$ cat src/rtl/matriz_pkg.sv
// ---------------------------------------------------------------------------
// matriz_pkg
// Shared constants and state encoding for the matrix coprocessor host side.
//   LARGURA  : element width in bits
//   N_ELEM   : elements per 5x5 matrix
//   BASE_RES : RAM base address of the result matrix
//   AW       : RAM address width
//   BUS_W    : width of one packed matrix bus
// ---------------------------------------------------------------------------
package matriz_pkg;

  localparam int LARGURA  = 9;
  localparam int N_ELEM   = 25;
  localparam int BASE_RES = 50;
  localparam int AW       = 8;
  localparam int BUS_W    = LARGURA * N_ELEM;

  typedef enum logic [2:0] {
    OCIOSO  = 3'd0,
    ESCREVE = 3'd1,
    AGUARDA = 3'd2,
    LE      = 3'd3,
    FIM     = 3'd4
  } estado_t;

endpackage

$ cat src/rtl/carrega_matriz.sv
// ---------------------------------------------------------------------------
// carrega_matriz
// Host-side loader/unloader for the coprocessor RAM. Serialises two packed
// operand matrices into RAM addresses 0..2*N_ELEM-1, waits for the
// coprocessor, then reads N_ELEM results back from BASE_RES onward and
// presents them as one packed bus.
//
// Ports:
//   clk, reset         : clock, asynchronous active-high reset
//   start              : begin an operation (sampled only when idle)
//   matriz_a/matriz_b  : packed operands, element k at [LARGURA*k +: LARGURA]
//   resultado_pronto   : coprocessor done level (sampled only in AGUARDA)
//   dado_entrada       : RAM read data (synchronous read, 1-cycle latency)
//   endereco           : RAM address
//   dado_saida         : RAM write data
//   grava              : RAM write enable
//   ocupado            : high whenever not idle
//   carregado          : high while waiting for the coprocessor
//   concluido          : one-cycle pulse while the new result is presented
//   matriz_resultante  : packed result, same packing as the operands
//
// Every output is a flop. The output flops are loaded from the *next* state
// and counter, so the values seen during a cycle always belong to the state
// occupied during that same cycle.
// ---------------------------------------------------------------------------
module carrega_matriz
  import matriz_pkg::*;
#(
  parameter int LARGURA  = matriz_pkg::LARGURA,
  parameter int N_ELEM   = matriz_pkg::N_ELEM,
  parameter int BASE_RES = matriz_pkg::BASE_RES,
  parameter int AW       = matriz_pkg::AW
) (
  input  logic                        clk,
  input  logic                        reset,
  input  logic                        start,
  input  logic [LARGURA*N_ELEM-1:0]   matriz_a,
  input  logic [LARGURA*N_ELEM-1:0]   matriz_b,
  input  logic                        resultado_pronto,
  input  logic [LARGURA-1:0]          dado_entrada,
  output logic [AW-1:0]               endereco,
  output logic [LARGURA-1:0]          dado_saida,
  output logic                        grava,
  output logic                        ocupado,
  output logic                        carregado,
  output logic                        concluido,
  output logic [LARGURA*N_ELEM-1:0]   matriz_resultante
);

  localparam int BUS = LARGURA * N_ELEM;
  localparam int CW  = $clog2(2 * N_ELEM);  // counter covers 0..2*N_ELEM-1
  localparam int OW  = $clog2(2 * BUS);     // bit offset into both operands
  localparam int SW  = $clog2(BUS);         // bit offset into one matrix

  localparam logic [CW-1:0] ULT_ESC = CW'(2 * N_ELEM - 1);  // last write index
  localparam logic [CW-1:0] ULT_LE  = CW'(N_ELEM);          // drain cycle index
  localparam logic [CW-1:0] ULT_END = CW'(N_ELEM - 1);      // last read index

  estado_t             estado;
  estado_t             estado_nx;
  logic [CW-1:0]       cnt;
  logic [CW-1:0]       cnt_nx;
  logic [2*BUS-1:0]    operandos;
  logic [2*BUS-1:0]    ops_fonte;
  logic [BUS-1:0]      sombra;
  logic [BUS-1:0]      sombra_nx;
  logic [OW-1:0]       off_op;
  logic [SW-1:0]       off_sb;
  logic [CW-1:0]       end_le;

  logic [AW-1:0]       endereco_nx;
  logic [LARGURA-1:0]  dado_saida_nx;
  logic                grava_nx;
  logic                ocupado_nx;
  logic                carregado_nx;
  logic                concluido_nx;
  logic [BUS-1:0]      resultado_nx;

  // State register and element counter.
  always_ff @(posedge clk or posedge reset) begin
    if (reset) begin
      estado <= OCIOSO;
      cnt    <= {CW{1'b0}};
    end else begin
      estado <= estado_nx;
      cnt    <= cnt_nx;
    end
  end

  // Next-state and counter logic.
  always_comb begin
    estado_nx = estado;
    cnt_nx    = cnt;
    case (estado)
      OCIOSO: begin
        if (start) begin
          estado_nx = ESCREVE;
          cnt_nx    = {CW{1'b0}};
        end else begin
          estado_nx = OCIOSO;
        end
      end
      ESCREVE: begin
        if (cnt == ULT_ESC) begin
          estado_nx = AGUARDA;
          cnt_nx    = {CW{1'b0}};
        end else begin
          cnt_nx    = cnt + CW'(1);
        end
      end
      AGUARDA: begin
        if (resultado_pronto) begin
          estado_nx = LE;
          cnt_nx    = {CW{1'b0}};
        end else begin
          estado_nx = AGUARDA;
        end
      end
      LE: begin
        if (cnt == ULT_LE) begin
          estado_nx = FIM;
          cnt_nx    = {CW{1'b0}};
        end else begin
          cnt_nx    = cnt + CW'(1);
        end
      end
      FIM: begin
        estado_nx = OCIOSO;
        cnt_nx    = {CW{1'b0}};
      end
      default: begin
        estado_nx = OCIOSO;
        cnt_nx    = {CW{1'b0}};
      end
    endcase
  end

  // Operand latch, taken on the accepted start.
  always_ff @(posedge clk or posedge reset) begin
    if (reset) begin
      operandos <= {(2*BUS){1'b0}};
    end else if ((estado == OCIOSO) && start) begin
      operandos <= {matriz_b, matriz_a};
    end
  end

  // Shadow capture: read data for address j arrives one cycle after it is
  // presented, so LE cycle c (c >= 1) stores element c-1.
  always_comb begin
    sombra_nx = sombra;
    off_sb    = SW'(cnt - CW'(1)) * SW'(LARGURA);
    if ((estado == LE) && (cnt != {CW{1'b0}})) begin
      sombra_nx[off_sb +: LARGURA] = dado_entrada;
    end else begin
      sombra_nx = sombra;
    end
  end

  // Next output values, derived from the upcoming state and counter.
  always_comb begin
    // On the start edge the latch is not yet loaded, so element 0 comes
    // straight from the input buses.
    ops_fonte     = (estado == OCIOSO) ? {matriz_b, matriz_a} : operandos;
    off_op        = OW'(cnt_nx) * OW'(LARGURA);
    end_le        = (cnt_nx > ULT_END) ? ULT_END : cnt_nx;
    endereco_nx   = {AW{1'b0}};
    dado_saida_nx = {LARGURA{1'b0}};
    grava_nx      = 1'b0;
    ocupado_nx    = (estado_nx != OCIOSO);
    carregado_nx  = (estado_nx == AGUARDA);
    concluido_nx  = (estado_nx == FIM);
    resultado_nx  = matriz_resultante;
    case (estado_nx)
      ESCREVE: begin
        grava_nx      = 1'b1;
        endereco_nx   = AW'(cnt_nx);
        dado_saida_nx = ops_fonte[off_op +: LARGURA];
      end
      LE: begin
        // Drain cycle keeps the last result address on the bus.
        endereco_nx   = AW'(BASE_RES) + AW'(end_le);
      end
      FIM: begin
        // Includes the final element captured on this same edge.
        resultado_nx  = sombra_nx;
      end
      OCIOSO, AGUARDA: begin
        endereco_nx   = {AW{1'b0}};
      end
      default: begin
        endereco_nx   = {AW{1'b0}};
      end
    endcase
  end

  // Output and shadow registers.
  always_ff @(posedge clk or posedge reset) begin
    if (reset) begin
      endereco          <= {AW{1'b0}};
      dado_saida        <= {LARGURA{1'b0}};
      grava             <= 1'b0;
      ocupado           <= 1'b0;
      carregado         <= 1'b0;
      concluido         <= 1'b0;
      matriz_resultante <= {BUS{1'b0}};
      sombra            <= {BUS{1'b0}};
    end else begin
      endereco          <= endereco_nx;
      dado_saida        <= dado_saida_nx;
      grava             <= grava_nx;
      ocupado           <= ocupado_nx;
      carregado         <= carregado_nx;
      concluido         <= concluido_nx;
      matriz_resultante <= resultado_nx;
      sombra            <= sombra_nx;
    end
  end

endmodule

$ cat config.mk
export PLATFORM = sky130hd
export DESIGN_NAME = carrega_matriz
export DESIGN_NICKNAME = d
export VERILOG_FILES = /design/src/rtl/matriz_pkg.sv /design/src/rtl/carrega_matriz.sv
export SDC_FILE = /design/constraint.sdc
export NUM_CORES = 2
export LEC_CHECK = 0
export ABC_AREA = 1
export CAP_MARGIN = 20
export CELL_PAD_IN_SITES_DETAIL_PLACEMENT = 1
export CELL_PAD_IN_SITES_GLOBAL_PLACEMENT = 2
export CORE_ASPECT_RATIO = 0.9
export CORE_MARGIN = 3
export CORE_UTILIZATION = 34
export DETAILED_ROUTE_END_ITERATION = 7
export PLACE_DENSITY = 0.86
export SYNTH_ARGS = -nofsm -noshare
export SYNTH_HDL_FRONTEND = slang
export SYNTH_SLANG_ARGS = --single-unit
$ cat constraint.sdc
create_clock -name clk -period 55.3 [get_ports clk]
set_clock_uncertainty 0.2 [all_clocks]
set_input_delay 11.06 -clock clk [delete_from_list [all_inputs] [get_ports clk]]
set_output_delay 11.06 -clock clk [all_outputs]
set_load 0.03 [all_outputs]
-- Word level (Yosys, flattened, before mapping)
Index checks and enable logic that the tools add are counted.
- bits in registers: 930
- input bits: 463
- output and inout port bits: 246
- word-level logic and storage cells: 52
- add/subtract/negate cells: 4
- $mul: 2
- magnitude comparators: 1
- equality and inequality tests: 9
- shift operators: 3
- mux-type cells: 17
- reductions and logical operators: 5
- operators with widths (cell ; count):
    450-bit 2-to-1 mux ; 1
    450-bit by 10-bit variable part select with 9-bit output ; 1
    225-bit bitwise mux ; 1
    225-bit 2-to-1 mux ; 1
    9-bit by 10-bit variable shift with 225-bit output, first input constant ; 1
    9-bit by 10-bit variable part select with 225-bit output ; 1
    6-bit 2-to-1 mux ; 5
    6-bit case mux with 4 select lines ; 1
    7-bit case mux with 2 select lines ; 1
    3-bit by 2-bit == test with 1-bit output, second input constant ; 4
    3-bit case mux with 4 select lines ; 1
    8-bit negator with 10-bit output ; 1
    6-bit by 4-bit multiplier with 9-bit output, second input constant ; 1
    9-bit 2-to-1 mux ; 1
    8-bit by 4-bit multiplier with 8-bit output, second input constant ; 1
    6-bit by 6-bit adder with 7-bit output, first input constant ; 1
    6-bit by 1-bit subtractor with 7-bit output, second input constant ; 1
    6-bit by 1-bit adder with 6-bit output, second input constant ; 1
    3-bit by 1-bit == test with 1-bit output, second input constant ; 2
    6-bit by 5-bit == test with 1-bit output, second input constant ; 1
    6-bit == test, second input constant ; 1
    6-bit by 5-bit > comparator with 1-bit output, second input constant ; 1
    3-bit 2-to-1 mux ; 2
    6-bit nonzero test ; 1
    other kinds (5) ; 8

-- Logic depth before layout (Yosys ltp)
- depth in word-level cells: 7
- depth in mapped cells: 31
- gate-level depth less buffers: 29

-- Worst setup path after synthesis
OpenSTA, ideal clock, no wires.
- kind: input-to-reg
- from: input resultado_pronto
- to: register dado_saida[6]
- library setup time: 0.117 ns
- arrival time: 14.230 ns
- data required time: 54.983 ns
- path slack: 40.753 ns
- cell stages on the path: 20
- path buffers: 5
- cells stage by stage: inv_1 nand3_1 nand2_1 inv_1 o21ai_2 buf_4 buf_4 buf_2 ha_1 ha_1 inv_1 fa_1 xnor2_1 inv_1 clkbuf_1 clkbuf_1 a21oi_1 nor2_1 nor2_1 nor2_1
- cells in the longest elaborated chain, start to end: 5
- elaborated cells between the ends (all ways): 8
- those cells by class: mul: 1; eq/ne: 1; shift: 1; mux: 5
- RTL lines (item ; RTL line ; text):
    start, declared ; carrega_matriz.sv:39 ; input logic resultado_pronto,
    6-bit 2-to-1 mux ; carrega_matriz.sv:112 ; if (resultado_pronto) begin
    6-bit case mux with 4 select lines ; carrega_matriz.sv:94 ; case (estado)
    via cnt_nx[1] ; carrega_matriz.sv:62 ; logic [CW-1:0] cnt_nx;
    6-bit by 4-bit multiplier with 9-bit output ; carrega_matriz.sv:164 ; off_op = OW'(cnt_nx) * OW'(LARGURA);
    450-bit by 10-bit variable part select with 9-bit output ; carrega_matriz.sv:177 ; dado_saida_nx = ops_fonte[off_op +: LARGURA];
    9-bit 2-to-1 mux ; carrega_matriz.sv:173 ; case (estado_nx)
    via dado_saida_nx[6] ; carrega_matriz.sv:72 ; logic [LARGURA-1:0] dado_saida_nx;
    end signal, assigned ; carrega_matriz.sv:200 ; dado_saida <= {LARGURA{1'b0}};
    end signal, assigned ; carrega_matriz.sv:209 ; dado_saida <= dado_saida_nx;
    end, declared ; carrega_matriz.sv:42 ; output logic [LARGURA-1:0] dado_saida,
The timed path passes the listed nets, and every way through them passes these cells.
A chain may end at the register's enable or synchronous reset.

-- Final worst setup path
- from: input start
- to: register dado_saida[1]
- cells in the longest elaborated chain, start to end: 5
- elaborated cells between the ends (all ways): 8
- those cells by class: mul: 1; eq/ne: 1; shift: 1; mux: 5
- RTL lines (item ; RTL line ; text):
    start, declared ; carrega_matriz.sv:36 ; input logic start,
    6-bit 2-to-1 mux ; carrega_matriz.sv:96 ; if (start) begin
    6-bit case mux with 4 select lines ; carrega_matriz.sv:94 ;
    6-bit by 4-bit multiplier with 9-bit output ; carrega_matriz.sv:164 ;
    450-bit by 10-bit variable part select with 9-bit output ; carrega_matriz.sv:177 ;
    9-bit 2-to-1 mux (*) ; carrega_matriz.sv:173 ;
    via dado_saida_nx[1] ; carrega_matriz.sv:72 ;
Mark *: on every way through the listed nets, which the timed path passes. The rest lies on a longest branch.

==> metrics.md <==
| Metric | Value |
|---|---|
| Total global routing track utilization | 31.4% |
| Initial DRC Count | 6736 |
| Post-route ant nets | 0 |
| Critical Path AT | 17130 ps |
| Clk slew on worst S/H paths | 70 ps |
| Initial Util | 34.3% |
| Critical Path End Type | register |
| Synthesized flop and latch total | 929 |
| Worst Path Max Fanout | 80 |
| Power density cells | 21.5 nW/µm² |
| Fillers | 25000 |
| Post-CTS Hold Buffers | 0 |
| Worst Path Required | 55760 ps |
| R2R setup slack | 47780 ps |
| Total setup buffers inserted after CTS | 0 |
| Share of layout cells above drive strength 1 | 4.39% |
| Post-DP HPWL | 240 mm |
| CTS resizes | 0 |
| Final hold vios | 0 |
| Slew Limit Fails | 0 |
| Final setup fails | 0 |
| DR pass1 iterations | 6 |
| Max Cap Viol | 0 |
| Post-synth EDFFs | 0 |
| Synth area leader | dfrtp_1 |
| P_sw | 0.000452 W |
| RePlAce Congestion | 0.940 |
| Status | finished clean |
| Initial antenna violation count | 42 |
| Ys async rst share | 100% |
| Core Area | 193000 µm² |
| CTS root buffer | clkbuf_16 |
| Mapped Nets | 10900 |
| DRC viols | 0 |
| CTS tree | built |
| Switching share of power | 27.0% |
| Actual slew at the worst max-slew pin | 1300 ps |
| Netlist cell types | 66 |
| Clock Latency Late Sink | 790 ps |
| Synthesized area | 66200 µm² |
| Post-synthesis sequential area ratio | 35.1% |
| Largest net degree at the start of global routing | 291 |
| Sequential power share | 42.2% |
| P_int | 0.00122 W |
| Part of the power in combinational logic | 10.9% |
| First-pass GRT wire length | 480 mm |
| Yosys top cell area share | 35.1% |
| Total CTS buffers | 108 |
| FMAX | 60.0 MHz |
| Headroom to the max-slew limit | 13.2% |
| GRT Residual Overflow | 0 |
| Routed len/inst | 24.4 µm |
| I/O pins | 709 |
| Clk network pwr share | 46.9% |
| LEAKAGE | 36.7 nW |
| Clk buf depth | 3 |
| Fin nets | 11100 |
| Cell Count, Final, Fillers Out | 13300 |
| Die height | 425 µm |
| # rows | 153 |
| Port bufs | 707 |
| Worst setup SP type | primary input |
| Die area | 200000 µm² |
| H-tree depth | 3 |
| DRT Wirelength | 324 mm |
| Syn avg cell area | 6.36 µm² |
| Placed cells | 13000 |
| Worst Hold Class | register to register |
| Post-synthesis cell count | 10400 |
| Top FF cell, synth | dfrtp_1 |
| Synth warn | 0 |
| P&R area growth vs syn | 17.7% |
| Ranking of synthesized cells by area | dfrtp_1, nand2_1, nand3_1, o21ai_0, inv_1 |
| RSZ-0062 raised after global routing | no |
| Die width | 471 µm |
| Vias in the first global route | 74600 |
| Average via count per standard cell | 5.59 |
| Final period util | 30.1% |
| Vias | 74100 |
| Maximum VDD drop | 0.0238 mV |
| Final Critical Period | 16670 ps |
| Setup Crit Path Kind | primary input to register |
| Clock sink count | 929 |
| Total negative slack | 0 ps |
==> state kept, by name, indices dropped and copies added, names as in the netlist <==
name,cells
estado,3
matriz_resultante,225
ocupado,1
sombra,225
carregado,1
dado_saida,9
concluido,1
endereco,7
cnt,6
grava,1
operandos,450
==> worst max-delay path: stages <==
cell	delay, ps
clkdlybuf4s50_1	500
inv_1	110
nand3_1	100
nand2_1	100
nor2_4	600
inv_4	480
ha_4	630
inv_6	650
buf_4	730
buf_4	740
nand3_1	160
nand3_1	120
nand3_1	130
nand3_1	230
nand2_1	80
a21oi_1	340
nor2_1	110
==> per-layer routing <==
metal	routed length (µm)	GRT usage [%]	share of wire, %	vias to the layer above
met5	17	0	0.0052	-
li1	-	-	-	34500
met1	141000	41.6	43	36900
met2	148000	50.0	46	2216
met4	17900	15.9	5.5	4
met3	17800	4.25	5.5	531
==> path summary, 6_finish.rpt <==
check                                          startpoint  depth (start not counted)                           endpoint
worst max-delay path                                start                         17            dado_saida[1]$_DFF_PP0_
worst max register to register           cnt[0]$_DFF_PP0_                         19            dado_saida[1]$_DFF_PP0_
max in group asynchronous                           reset                          8  matriz_resultante[91]$_DFFE_PP0P_
min in group asynchronous                           reset                          2              endereco[1]$_DFF_PP0_
worst min-delay path            operandos[43]$_DFFE_PP0P_                          2          operandos[43]$_DFFE_PP0P_
worst min register to register  operandos[43]$_DFFE_PP0P_                          2          operandos[43]$_DFFE_PP0P_
==> layout by cell type (no fill, tap or decap), drive strengths merged, types with 81 or more instances in the layout <==
cell type and count:
dfrtp 929, clkdlybuf4s50 707, nor2 335, clkbuf 147, o21ai 1242, nand3b 81
nand2 3549, o211ai 94, buf 114, inv 812, nand3 2248
==> per-stage QoR <==
step | util, % | power [W] | instance area (µm²) | setup WS, ps | hold WS [ps]
after floorplan | - | 0.000810 | 66200 | 17920 | 244
after global placement | 38.2 | 0.000897 | 73900 | 37970 | 260
after detailed placement | 38.3 | 0.000902 | 74000 | 37850 | 267
after CTS | 40.3 | 0.00169 | 77800 | 38650 | 283
after global routing | 40.3 | 0.00174 | 77900 | 38210 | 299
final | 40.3 | 0.00168 | 77900 | 38630 | 281
==> power groups by stage <==
stage / clock [W] / sequential [W] / combinational, W
after CTS: 0.000801 / 0.000707 / 0.000184
after global routing: 0.000827 / 0.000709 / 0.000202
after floorplan: 0 / 0.000718 / 0.0000915
after global placement: 0 / 0.000718 / 0.000179
after detailed placement: 0 / 0.000719 / 0.000183
final: 0.000786 / 0.000707 / 0.000183
==> cell families after synthesis <==
kind of cell	after synthesis	synth area share, %
simple gates	6369	41.7
buf+inv	1565	10.1
compound gates	1514	12.3
flops	929	35.1
fa+ha+maj	21	0.419
xor+xnor	15	0.300
mux	6	0.102
other cells	1	0.00566
==> synthesized netlist by cell type (all sizes together), types with 7 or more instances <==
cell and instances:
a21boi 7, a21oi 67, a22oi 8, a31oi 29, and2 17, buf 481
clkbuf 274, dfrtp 929, ha 19, inv 804, nand2 3549, nand3 2248
nand3b 81, nand4 46, nor2 335, nor3 31, o211ai 94, o21a 24
o21ai 1242, o21bai 9, o22ai 18, or2 57, xor2 13
==> layout make-up <==
class	instances	area [µm²]	area share, %
antenna	28	70.1	0.0899
clock inverter	54	786	1.01
tap	2557	3200	4.10
timing repair buffer	824	8060	10.3
sequential	929	23200	29.8
inverter	810	3090	3.96
clock buffer	144	3070	3.94
multi-input combinational	7926	36400	46.7
Power figures use the tool's default switching activity.
